==> src/rtl/mem_mmio_unit.sv <==
// rtl/mem_mmio_unit.sv - RV32 load/store unit: BRAM port plus memory-mapped GPO register bank
// Optional macro MISALIGN_TRAP_EN: misaligned halfword/word accesses respond with rsp_err instead of being aligned.
module mem_mmio_unit #(
  parameter int              XLEN       = 32,
  parameter int              MEM_ADDR_W = 12,
  parameter int              MEM_RD_LAT = 1,
  parameter logic [XLEN-1:0] MMIO_BASE  = 32'h0000_0034,
  parameter int              NUM_GPO    = 4,
  parameter logic [XLEN-1:0] GPO_RESET  = 32'h0
) (
  input  logic                    clk,
  input  logic                    resetn,
  input  logic                    req_valid,
  output logic                    req_ready,
  input  logic                    req_we,
  input  logic [2:0]              req_funct3,
  input  logic [XLEN-1:0]         req_addr,
  input  logic [XLEN-1:0]         req_wdata,
  output logic                    rsp_valid,
  output logic [XLEN-1:0]         rsp_rdata,
  output logic                    rsp_err,
  output logic                    mem_en,
  output logic [XLEN/8-1:0]       mem_we,
  output logic [MEM_ADDR_W-1:0]   mem_addr,
  output logic [XLEN-1:0]         mem_wdata,
  input  logic [XLEN-1:0]         mem_rdata,
  output logic [NUM_GPO*XLEN-1:0] gpo
);

  typedef enum logic [1:0] {S_IDLE, S_ISSUE, S_WAIT, S_RESP} state_t;

  localparam int              AW       = MEM_ADDR_W + 2;
  localparam logic [XLEN-1:0] MMIO_END = MMIO_BASE + XLEN'(4 * NUM_GPO);

  state_t            state_q, state_d;
  logic              we_q, we_d;
  logic [2:0]        f3_q, f3_d;
  logic [AW-1:0]     addr_q, addr_d;
  logic              mmio_q, mmio_d;
  logic [2:0]        gidx_q, gidx_d;
  logic              mis_q, mis_d;
  logic [3:0]        strb_q, strb_d;
  logic [XLEN-1:0]   wdata_q, wdata_d;
  logic              mem_en_q, mem_en_d;
  logic [3:0]        mem_we_q, mem_we_d;
  logic [1:0]        cnt_q, cnt_d;
  logic              rsp_valid_q, rsp_valid_d;
  logic [XLEN-1:0]   rsp_rdata_q, rsp_rdata_d;
  logic              rsp_err_q, rsp_err_d;
  logic [XLEN-1:0]   gpo_q [NUM_GPO];
  logic [XLEN-1:0]   gpo_d [NUM_GPO];

  logic [1:0]        req_size;
  logic              req_mis;
  logic [XLEN-1:0]   req_addr_al;
  logic [XLEN-1:0]   req_off;
  logic              req_mmio;
  logic [3:0]        req_strb;
  logic [XLEN-1:0]   req_wrep;
  logic [XLEN-1:0]   gpo_sel;

  // Access size: 0 = byte, 1 = halfword, 2 = word. Stores treat every unknown funct3 as a word.
  always_comb begin
    if (req_we) begin
      req_size = (req_funct3 == 3'b000) ? 2'd0 : (req_funct3 == 3'b001) ? 2'd1 : 2'd2;
    end else begin
      req_size = (req_funct3[1:0] == 2'b00) ? 2'd0 : (req_funct3[1:0] == 2'b01) ? 2'd1 : 2'd2;
    end
  end

`ifdef MISALIGN_TRAP_EN
  assign req_mis     = ((req_size == 2'd1) && req_addr[0]) ||
                       ((req_size == 2'd2) && (req_addr[1:0] != 2'b00));
  assign req_addr_al = req_addr;
`else
  assign req_mis = 1'b0;
  always_comb begin
    req_addr_al = req_addr;
    if (req_size == 2'd1) begin
      req_addr_al[0] = 1'b0;
    end else if (req_size == 2'd2) begin
      req_addr_al[1:0] = 2'b00;
    end
  end
`endif

  assign req_mmio = (req_addr_al >= MMIO_BASE) && (req_addr_al < MMIO_END);
  assign req_off  = req_addr_al - MMIO_BASE;

  // Store data is replicated across lanes so the strobes alone pick the bytes written.
  always_comb begin
    case (req_size)
      2'd0: begin
        req_strb = 4'b0001 << req_addr_al[1:0];
        req_wrep = {4{req_wdata[7:0]}};
      end
      2'd1: begin
        req_strb = 4'b0011 << {req_addr_al[1], 1'b0};
        req_wrep = {2{req_wdata[15:0]}};
      end
      default: begin
        req_strb = 4'b1111;
        req_wrep = req_wdata;
      end
    endcase
  end

  function automatic logic [XLEN-1:0] load_extract(input logic [XLEN-1:0] word,
                                                   input logic [2:0]      f3,
                                                   input logic [1:0]      a);
    logic [7:0]  b;
    logic [15:0] h;
    b = word[{a, 3'b000} +: 8];
    h = a[1] ? word[31:16] : word[15:0];
    case (f3)
      3'b000:  return {{24{b[7]}}, b};
      3'b100:  return {24'h0, b};
      3'b001:  return {{16{h[15]}}, h};
      3'b101:  return {16'h0, h};
      default: return word;
    endcase
  endfunction

  always_comb begin
    gpo_sel = '0;
    for (int i = 0; i < NUM_GPO; i++) begin
      if (gidx_q == 3'(i)) gpo_sel = gpo_q[i];
    end
  end

  always_comb begin
    state_d     = state_q;
    we_d        = we_q;
    f3_d        = f3_q;
    addr_d      = addr_q;
    mmio_d      = mmio_q;
    gidx_d      = gidx_q;
    mis_d       = mis_q;
    strb_d      = strb_q;
    wdata_d     = wdata_q;
    mem_en_d    = mem_en_q;
    mem_we_d    = mem_we_q;
    cnt_d       = cnt_q;
    rsp_valid_d = 1'b0;
    rsp_rdata_d = rsp_rdata_q;
    rsp_err_d   = rsp_err_q;
    gpo_d       = gpo_q;
    case (state_q)
      S_IDLE: begin
        if (req_valid && req_ready) begin
          state_d  = S_ISSUE;
          we_d     = req_we;
          f3_d     = req_funct3;
          addr_d   = req_addr_al[AW-1:0];
          mmio_d   = req_mmio;
          gidx_d   = 3'(req_off >> 2);
          mis_d    = req_mis;
          strb_d   = req_strb;
          wdata_d  = req_wrep;
          mem_en_d = !req_mmio && !req_mis;
          mem_we_d = (!req_mmio && !req_mis && req_we) ? req_strb : 4'b0000;
        end
      end
      S_ISSUE: begin
        mem_en_d = 1'b0;
        mem_we_d = 4'b0000;
        if (mis_q) begin
          state_d     = S_RESP;
          rsp_valid_d = 1'b1;
          rsp_rdata_d = '0;
          rsp_err_d   = 1'b1;
        end else if (mmio_q) begin
          state_d     = S_RESP;
          rsp_valid_d = 1'b1;
          rsp_err_d   = 1'b0;
          rsp_rdata_d = we_q ? '0 : load_extract(gpo_sel, f3_q, addr_q[1:0]);
          if (we_q) begin
            for (int i = 0; i < NUM_GPO; i++) begin
              for (int b = 0; b < 4; b++) begin
                if ((gidx_q == 3'(i)) && strb_q[b]) gpo_d[i][8*b +: 8] = wdata_q[8*b +: 8];
              end
            end
          end
        end else if (we_q) begin
          state_d     = S_RESP;
          rsp_valid_d = 1'b1;
          rsp_rdata_d = '0;
          rsp_err_d   = 1'b0;
        end else begin
          state_d = S_WAIT;
          cnt_d   = 2'(MEM_RD_LAT - 1);
        end
      end
      S_WAIT: begin
        if (cnt_q == 2'd0) begin
          state_d     = S_RESP;
          rsp_valid_d = 1'b1;
          rsp_rdata_d = load_extract(mem_rdata, f3_q, addr_q[1:0]);
          rsp_err_d   = 1'b0;
        end else begin
          cnt_d = cnt_q - 2'd1;
        end
      end
      S_RESP:  state_d = S_IDLE;
      default: state_d = S_IDLE;
    endcase
  end

  always_ff @(posedge clk) begin
    if (!resetn) begin
      state_q     <= S_IDLE;
      we_q        <= 1'b0;
      f3_q        <= 3'b000;
      addr_q      <= '0;
      mmio_q      <= 1'b0;
      gidx_q      <= 3'd0;
      mis_q       <= 1'b0;
      strb_q      <= 4'b0000;
      wdata_q     <= '0;
      mem_en_q    <= 1'b0;
      mem_we_q    <= 4'b0000;
      cnt_q       <= 2'd0;
      rsp_valid_q <= 1'b0;
      rsp_rdata_q <= '0;
      rsp_err_q   <= 1'b0;
      for (int i = 0; i < NUM_GPO; i++) gpo_q[i] <= GPO_RESET;
    end else begin
      state_q     <= state_d;
      we_q        <= we_d;
      f3_q        <= f3_d;
      addr_q      <= addr_d;
      mmio_q      <= mmio_d;
      gidx_q      <= gidx_d;
      mis_q       <= mis_d;
      strb_q      <= strb_d;
      wdata_q     <= wdata_d;
      mem_en_q    <= mem_en_d;
      mem_we_q    <= mem_we_d;
      cnt_q       <= cnt_d;
      rsp_valid_q <= rsp_valid_d;
      rsp_rdata_q <= rsp_rdata_d;
      rsp_err_q   <= rsp_err_d;
      gpo_q       <= gpo_d;
    end
  end

  assign req_ready = (state_q == S_IDLE) && resetn;
  assign rsp_valid = rsp_valid_q;
  assign rsp_rdata = rsp_rdata_q;
  assign rsp_err   = rsp_err_q;
  assign mem_en    = mem_en_q;
  assign mem_we    = mem_we_q;
  assign mem_addr  = addr_q[AW-1:2];
  assign mem_wdata = wdata_q;

  for (genvar g = 0; g < NUM_GPO; g++) begin : g_gpo
    assign gpo[g*XLEN +: XLEN] = gpo_q[g];
  end

endmodule

==> config.mk <==
export PLATFORM = sky130hd
export DESIGN_NAME = mem_mmio_unit
export DESIGN_NICKNAME = d
export VERILOG_FILES = /design/src/rtl/mem_mmio_unit.sv
export SDC_FILE = /design/constraint.sdc
export NUM_CORES = 1
export LEC_CHECK = 0
export CAP_MARGIN = 20
export CORE_MARGIN = 1.5
export CORE_UTILIZATION = 44
export CTS_BUF_LIST = sky130_fd_sc_hd__clkbuf_4 sky130_fd_sc_hd__clkbuf_8 sky130_fd_sc_hd__clkbuf_16
export DETAILED_ROUTE_END_ITERATION = 10
export MAX_ROUTING_LAYER = met4
export PLACE_DENSITY = 0.81
export REMOVE_ABC_BUFFERS = 1
export SETUP_SLACK_MARGIN = 0.2
export SLEW_MARGIN = 10
export SYNTH_ARGS = -nofsm -noshare
export SYNTH_HDL_FRONTEND = slang
export SYNTH_SLANG_ARGS = --single-unit
==> constraint.sdc <==
create_clock -name clk -period 1.9 [get_ports clk]
set_input_delay 0.38 -clock clk [delete_from_list [all_inputs] [get_ports clk]]
set_output_delay 0.38 -clock clk [all_outputs]
set_load 0.02 [all_outputs]
==> impl_metrics.json <==
{
  "seq_area_sq_mm": 0.00460,
  "grt_max_degree": 85,
  "grt_pass1_wl_mm": 66.3,
  "crit_type": "register to register",
  "nets": 1791,
  "fin_crit_ns": 2.12,
  "synth_area_sq_mm": 0.0115,
  "clock_latency_ns": 0.53,
  "reg2reg_slack_ns": -0.22,
  "drive_gt1_share_pct": 27.0,
  "worstPathRequired_ns": 2.30,
  "fin_crit_sh_pct": 111,
  "ios": 315,
  "hold_violations": 0,
  "r2r-end": "rsp_rdata[14]",
  "io_buffer_count": 313,
  "leakagePower_nw": 6.97,
  "dp_slack_ns": -0.503,
  "met1_length_mm": 18.1,
  "rsz0062_at_grt": "yes",
  "skew_ns": 0.0114,
  "grt_overflow": 0,
  "yosysSeqAreaShare_pct": 39.8,
  "viasPerCell": 5.93,
  "cp-startpoint": "gidx_q[1]",
  "area_growth_pct": 55.2,
  "ys_ff_latch": 228,
  "wl_mm": 46.9,
  "violations": "negative setup slack",
  "synth.top_cell.area_share_pct": 39.8,
  "dpl.hpwl_mm": 31.9,
  "synth_edf_count": 0,
  "clk_pin_slew_worst_paths_ns": 0.06,
  "core_area_sq_mm": 0.0254,
  "finalWorstSetupSlack_ns": -0.216,
  "multi_input_area_sq_mm": 0.00695,
  "place.gp.congestion": 0.928,
  "clkSinkCount": 228,
  "drt_pre_antenna_iters": 5,
  "endpoint_kind": "register",
  "setup_viol": 49,
  "final_core_util_pct": 70.0,
  "antenna_cells": 0,
  "synth.most_common_cell": "dfxtp_1",
  "wl_met3_mm": 4.59,
  "die_h_um": 164,
  "final_area_sq_mm": 0.0178,
  "ys_types": 59,
  "ir_worst_vdd_uv": 614,
  "cts.path.max_buffers": 3,
  "ys_warn_count": 0,
  "htree_levels": 1,
  "wl_per_cell_um": 23.1,
  "status": "finished with violations",
  "die_x_um": 164,
  "synth_cells": 1243,
  "synth_top_area_cell": "dfxtp_1",
  "cts_hold_buf": 0,
  "async_flop_share_pct": 0,
  "cts_tree": "yes",
  "synthFlopType": "dfxtp_1",
  "cap_violations": 0,
  "crit_arrival_ns": 2.52,
  "clock-root-buffer": "clkbuf_16",
  "crit_end": "rsp_rdata[14]",
  "fmax_mhz": 473,
  "route.detailed.drc": 0,
  "synth.avg_cell_area_sq_um": 9.22,
  "antenna_found_initial": 0,
  "via_count": 12000,
  "path_max_fanout": 6,
  "slew_viol_final": 0,
  "synth_common_cells": "228 x dfxtp_1, 181 x mux2i_1, 138 x nor2b_1",
  "instances_no_fill": 2029,
  "tightest_slew_ns": 0.512,
  "fill_cells": 1911,
  "start_kind": "register",
  "timing.rr.start": "gidx_q[1]",
  "place_area_sq_mm": 0.0161,
  "slew_headroom_pct": 64.9,
  "drt_iter0_drc": 1324,
  "r2r_cells": 6,
  "fp-row-count": 58,
  "start_util_pct": 45.1,
  "antenna_left": 0,
  "hold_path_class": "input port to register",
  "dieArea_sq_mm": 0.0270,
  "routed-wl-met2_mm": 21.8,
  "top_layer_used": "met4",
  "grt_pass1_vias": 11300,
  "dp.cells": 1952,
  "track_usage_pct": 32.9,
  "power_density_mw_per_mm2": 909,
  "cts_buffers": 25,
  "synthTopCellsByArea": "dfxtp_1 40%, mux2i_1 16%, nor2b_1 7.5%, o21ai_0 5.2%, mux4_2 4.5%"
}
-- critical path, cell delays in order, from the launching register on --
cell and delay, ns:
dfxtp_4 0.43, mux2i_1 0.49, a311o_1 0.26, a311oi_2 0.06, a311oi_4 0.37, a221o_1 0.26
o311ai_1 0.11
-- worst min-delay path by stage --
stage	start	end	slack [ns]	cells past startpoint
final	req_addr[11]	addr_q[11]	0.15	3
after global routing	req_addr[11]	addr_q[11]	0.16	3
after CTS	resetn	state_q[0]	0.33	4
after detailed placement	strb_q[3]	strb_q[3]	0.45	2
after global placement	addr_q[10]	addr_q[10]	0.44	2
after floorplan	strb_q[3]	strb_q[3]	0.43	2
-- flip-flops by register name, indices dropped and copies added, names as in the netlist, 2 cells and up --
signal and flops:
rsp_rdata 32, strb_q 4, state_q 2, addr_q 14
mem_wdata 32, gidx_q 3, f3_q 3, mem_we 4
cnt_q 2, gpo 128
-- cells in the final DEF, fill, tap and decap left out, drive strengths merged, types with 4 or more instances in the layout --
cell	count
nand2	115
a31o	4
o221ai	9
o2bb2a	4
o22ai	5
a221o	4
and2	5
a31oi	13
or3	5
a32o	4
a22oi	14
clkbuf	79
nor2	51
inv	15
o21ai	118
nor3	11
dlygate4sd2	146
o31a	4
mux2i	181
mux2	8
o211ai	5
mux4	24
clkdlybuf4s50	98
nor2b	138
clkdlybuf4s15	28
a211oi	4
nand3	50
o21bai	5
buf	197
ha	7
dfxtp	228
nand2b	8
a32oi	5
a21oi	59
nor4	6
-- where the power goes --
| part | switching, mW | leakage, nW | total [mW] | internal [mW] |
|---|---|---|---|---|
| clock | 2.01 | 0.438 | 5.15 | 3.14 |
| sequential | 0.506 | 1.86 | 5.80 | 5.30 |
| combinational | 2.91 | 4.68 | 5.22 | 2.32 |
| total | 5.42 | 6.97 | 16.2 | 10.8 |
-- layer usage --
| metal | global-route usage, % | up-vias |
|---|---|---|
| met5 | - | - |
| met4 | 13.1 | 0 |
| met3 | 6.68 | 161 |
| met2 | 52.2 | 763 |
| met1 | 41.2 | 5793 |
| li1 | - | 5315 |
-- stage by stage --
stage | TNS (ns) | hold WS (ns) | total power, mW
floorplan | -186.51 | 0.434 | 7.91
global placement | -16.24 | 0.445 | 10.3
detailed placement | -22.16 | 0.446 | 10.4
CTS | -2.14 | 0.328 | 15.5
global route | -4.99 | 0.164 | 16.7
finish | -4.16 | 0.155 | 16.2
-- kinds of logic (layout without fill, tap and decap cells) --
group	count (synthesis)	after routing	synth area share [%]
simple gates	399	399	18.3
compound gates	279	279	15.2
flops	228	228	39.8
mux	213	213	21.3
buf+inv	115	571	4.56
fa+ha+maj	7	7	0.764
other cells	1	1	0.0327
xor+xnor	1	1	0.0764
-- cell type report --
| type | count | area share, % |
|---|---|---|
| inverters | 15 | 0.359 |
| multi-input cells | 900 | 39.1 |
| clock buffers | 39 | 4.25 |
| flip-flops and latches | 228 | 25.9 |
| clock inverters | 6 | 0.612 |
| repair buffers | 511 | 27.5 |
| well taps | 330 | 2.32 |
-- what timing repair did --
action,CTS,global route
endpoints found under the setup margin,398,217
pin swaps,23,38
cloned,1,5
gates resized for setup,376,170
endpoints found under the hold margin,0,0
buffers inserted,14,12
(Power assumes the default switching activity.)
==> patch: new RTL, same flow settings <==
Take the reset off `wdata_q` and load it in a clocked block of its own.
--- a/src/rtl/mem_mmio_unit.sv
+++ b/src/rtl/mem_mmio_unit.sv
@@ -216,7 +216,6 @@
       gidx_q      <= 3'd0;
       mis_q       <= 1'b0;
       strb_q      <= 4'b0000;
-      wdata_q     <= '0;
       mem_en_q    <= 1'b0;
       mem_we_q    <= 4'b0000;
       cnt_q       <= 2'd0;
@@ -233,7 +232,6 @@
       gidx_q      <= gidx_d;
       mis_q       <= mis_d;
       strb_q      <= strb_d;
-      wdata_q     <= wdata_d;
       mem_en_q    <= mem_en_d;
       mem_we_q    <= mem_we_d;
       cnt_q       <= cnt_d;
@@ -242,6 +240,10 @@
       rsp_err_q   <= rsp_err_d;
       gpo_q       <= gpo_d;
     end
+  end
+
+  always_ff @(posedge clk) begin
+    wdata_q <= wdata_d;
   end
 
   assign req_ready = (state_q == S_IDLE) && resetn;
Formal check against the unedited RTL: differs if resetn is asserted again (counterexample within 4 cycles, from zero or initial values and one cycle with resetn low); with resetn held inactive, the same outputs for 4 cycles.
==> patch against the unedited design <==
The run still ends with negative setup slack left; total power decreased by 4.5%; routed wire length decreased by 5.0%; synthesized area about the same; design area decreased by 0.34%; first-iteration DRC count decreased by 12%; sequential cell count unchanged; core utilization decreased by 0.24 points; worst setup slack improved by 45 ps; critical path depth increased by 1; critical path type unchanged; largest cell class unchanged.
==> patch: results (changes against the unedited design) <==
status = finished, violations left (unchanged)
failing checks = negative setup slack (unchanged)
worst setup margin = -170.5 ps (was -215.7 ps)
Power Total = 15.44 mW (was 16.17 mW)
first-pass GRT wire length = 63.76 mm (was 66.27 mm)
HPWL Detailed = 30.75 mm (was 31.88 mm)
WHS Endpoint = f3_q[2] (was addr_q[11])
Final Wtd Congestion = 0.9187 (was 0.9282)
hold slack = 179.7 ps (was 154.8 ps)
Reg power frac = 36.3% (was 35.9%)
Area contributors post-synth = dfxtp_1 (34%), mux2i_1 (12%), edfxtp_1 (8.4%), nor2b_1 (7.6%), mux4_2 (6.5%) (was dfxtp_1 (40%), mux2i_1 (16%), nor2b_1 (7.5%), o21ai_0 (5.2%), mux4_2 (4.5%))
setup TNS = -4138 ps (was -4160 ps)
final WL = 44.55 mm (was 46.89 mm)
layout cells sized above 1 = 29.15% (was 27.02%)
highest cell delay on the worst timing path = 550 ps (was 490 ps)
Post-synth EDFFs = 32 (was 0)
Worst Hold Launch = req_funct3[2] (was req_addr[11])
DP Cell Count = 1,812 (was 1,952)
worst-skew pair later-pin latency = 560 ps (was 530 ps)
Slowest cell on crit path = mux4_2 (was mux2i_1)
vias = 11,121 (was 12,032)
sequential area share after synthesis = 42.63% (was 39.81%)
Max transition margin = 62.97% (was 64.89%)
htree depth = 1 (unchanged)
Post-Syn Instances = 1,106 (was 1,243)
worst r2r dst = rsp_rdata[17] (was rsp_rdata[14])
reg2reg path depth = 7 (was 6)
P_clk = 4.98 mW (was 5.15 mW)
largest net degree at the start of global routing = 52 (was 85)
top post-synthesis cells by count = dfxtp_1 (196), mux2i_1 (141), nor2b_1 (140) (was dfxtp_1 (228), mux2i_1 (181), nor2b_1 (138))
# setup viols final = 40 (was 49)
Cell Area, Synth = 11,460 um2 (about the same)
RR Startpoint = gidx_q[0] (was gidx_q[1])
worst slack at placement = -444.1 ps (was -503.1 ps)
WP data arrival = 2490 ps (was 2520 ps)
fin util = 69.80% (was 70.04%)
Filler cells = 1,819 (was 1,911)
drt first-iter violations = 1,166 (was 1,324)
top fanout value on the critical path = 9 (was 6)
worst vdd ir = 0.6177 mV (was 0.6140 mV)
NetSw = 5.076 mW (was 5.417 mW)
patch: kinds of logic after synthesis:
logic type | share of synthesized area, %
simple gates | 16.78
compound gates | 13.27
other cells | 0.03273
flops | 42.63
xor+xnor | 0.07645
fa+ha+maj | 0.7643
buf+inv | 4.400
mux | 22.05
patch: area by class of cell:
type	count	share of cell area, %
inverter	16	0.3670
clock buffer	32	3.896
multi-input combinational	776	36.88
tap	330	2.329
clock inverter	14	0.8116
timing repair buffer	529	28.07
sequential	228	27.64
patch: routing by layer:
layer	vias to the layer above	routed length [um]	track usage [%]	part of all wire, %
li1	4980	-	-	-
met1	5313	16880	39.79	38
met2	680	21140	52.38	47
met3	148	4361	5.550	9.8
met4	0	2163	12.86	4.9
met5	-	0	-	0
patch: critical path, delay by kind of cell, from the launching register on:
family	cells	cell delay, ps
flip-flops	1	360
AO/OA/AOI/OAI	3	600
buffers and inverters	2	270
multiplexers	1	550
AND/OR/NAND/NOR	1	170
patch: how the worst max path moves through the flow:
stage	start	to	slack (ps)	cells past startpoint
after floorplan	gidx_q[0]	rsp_rdata[29]	-1360	6
after detailed placement	req_we	mem_we[3]	-440	8
after global placement	req_we	mem_we[3]	-390	8
after CTS	gidx_q[0]	rsp_rdata[29]	-130	7
after global routing	gidx_q[0]	rsp_rdata[17]	-220	7
final	gidx_q[0]	rsp_rdata[17]	-170	7
patch: what timing repair did:
item | CTS | global route
hold endpoints to repair | 0 | 0
pin swaps | 18 | 30
endpoints found under the setup margin | 419 | 236
buffers inserted | 37 | 24
cloned | 4 | 1
gates resized for setup | 357 | 124
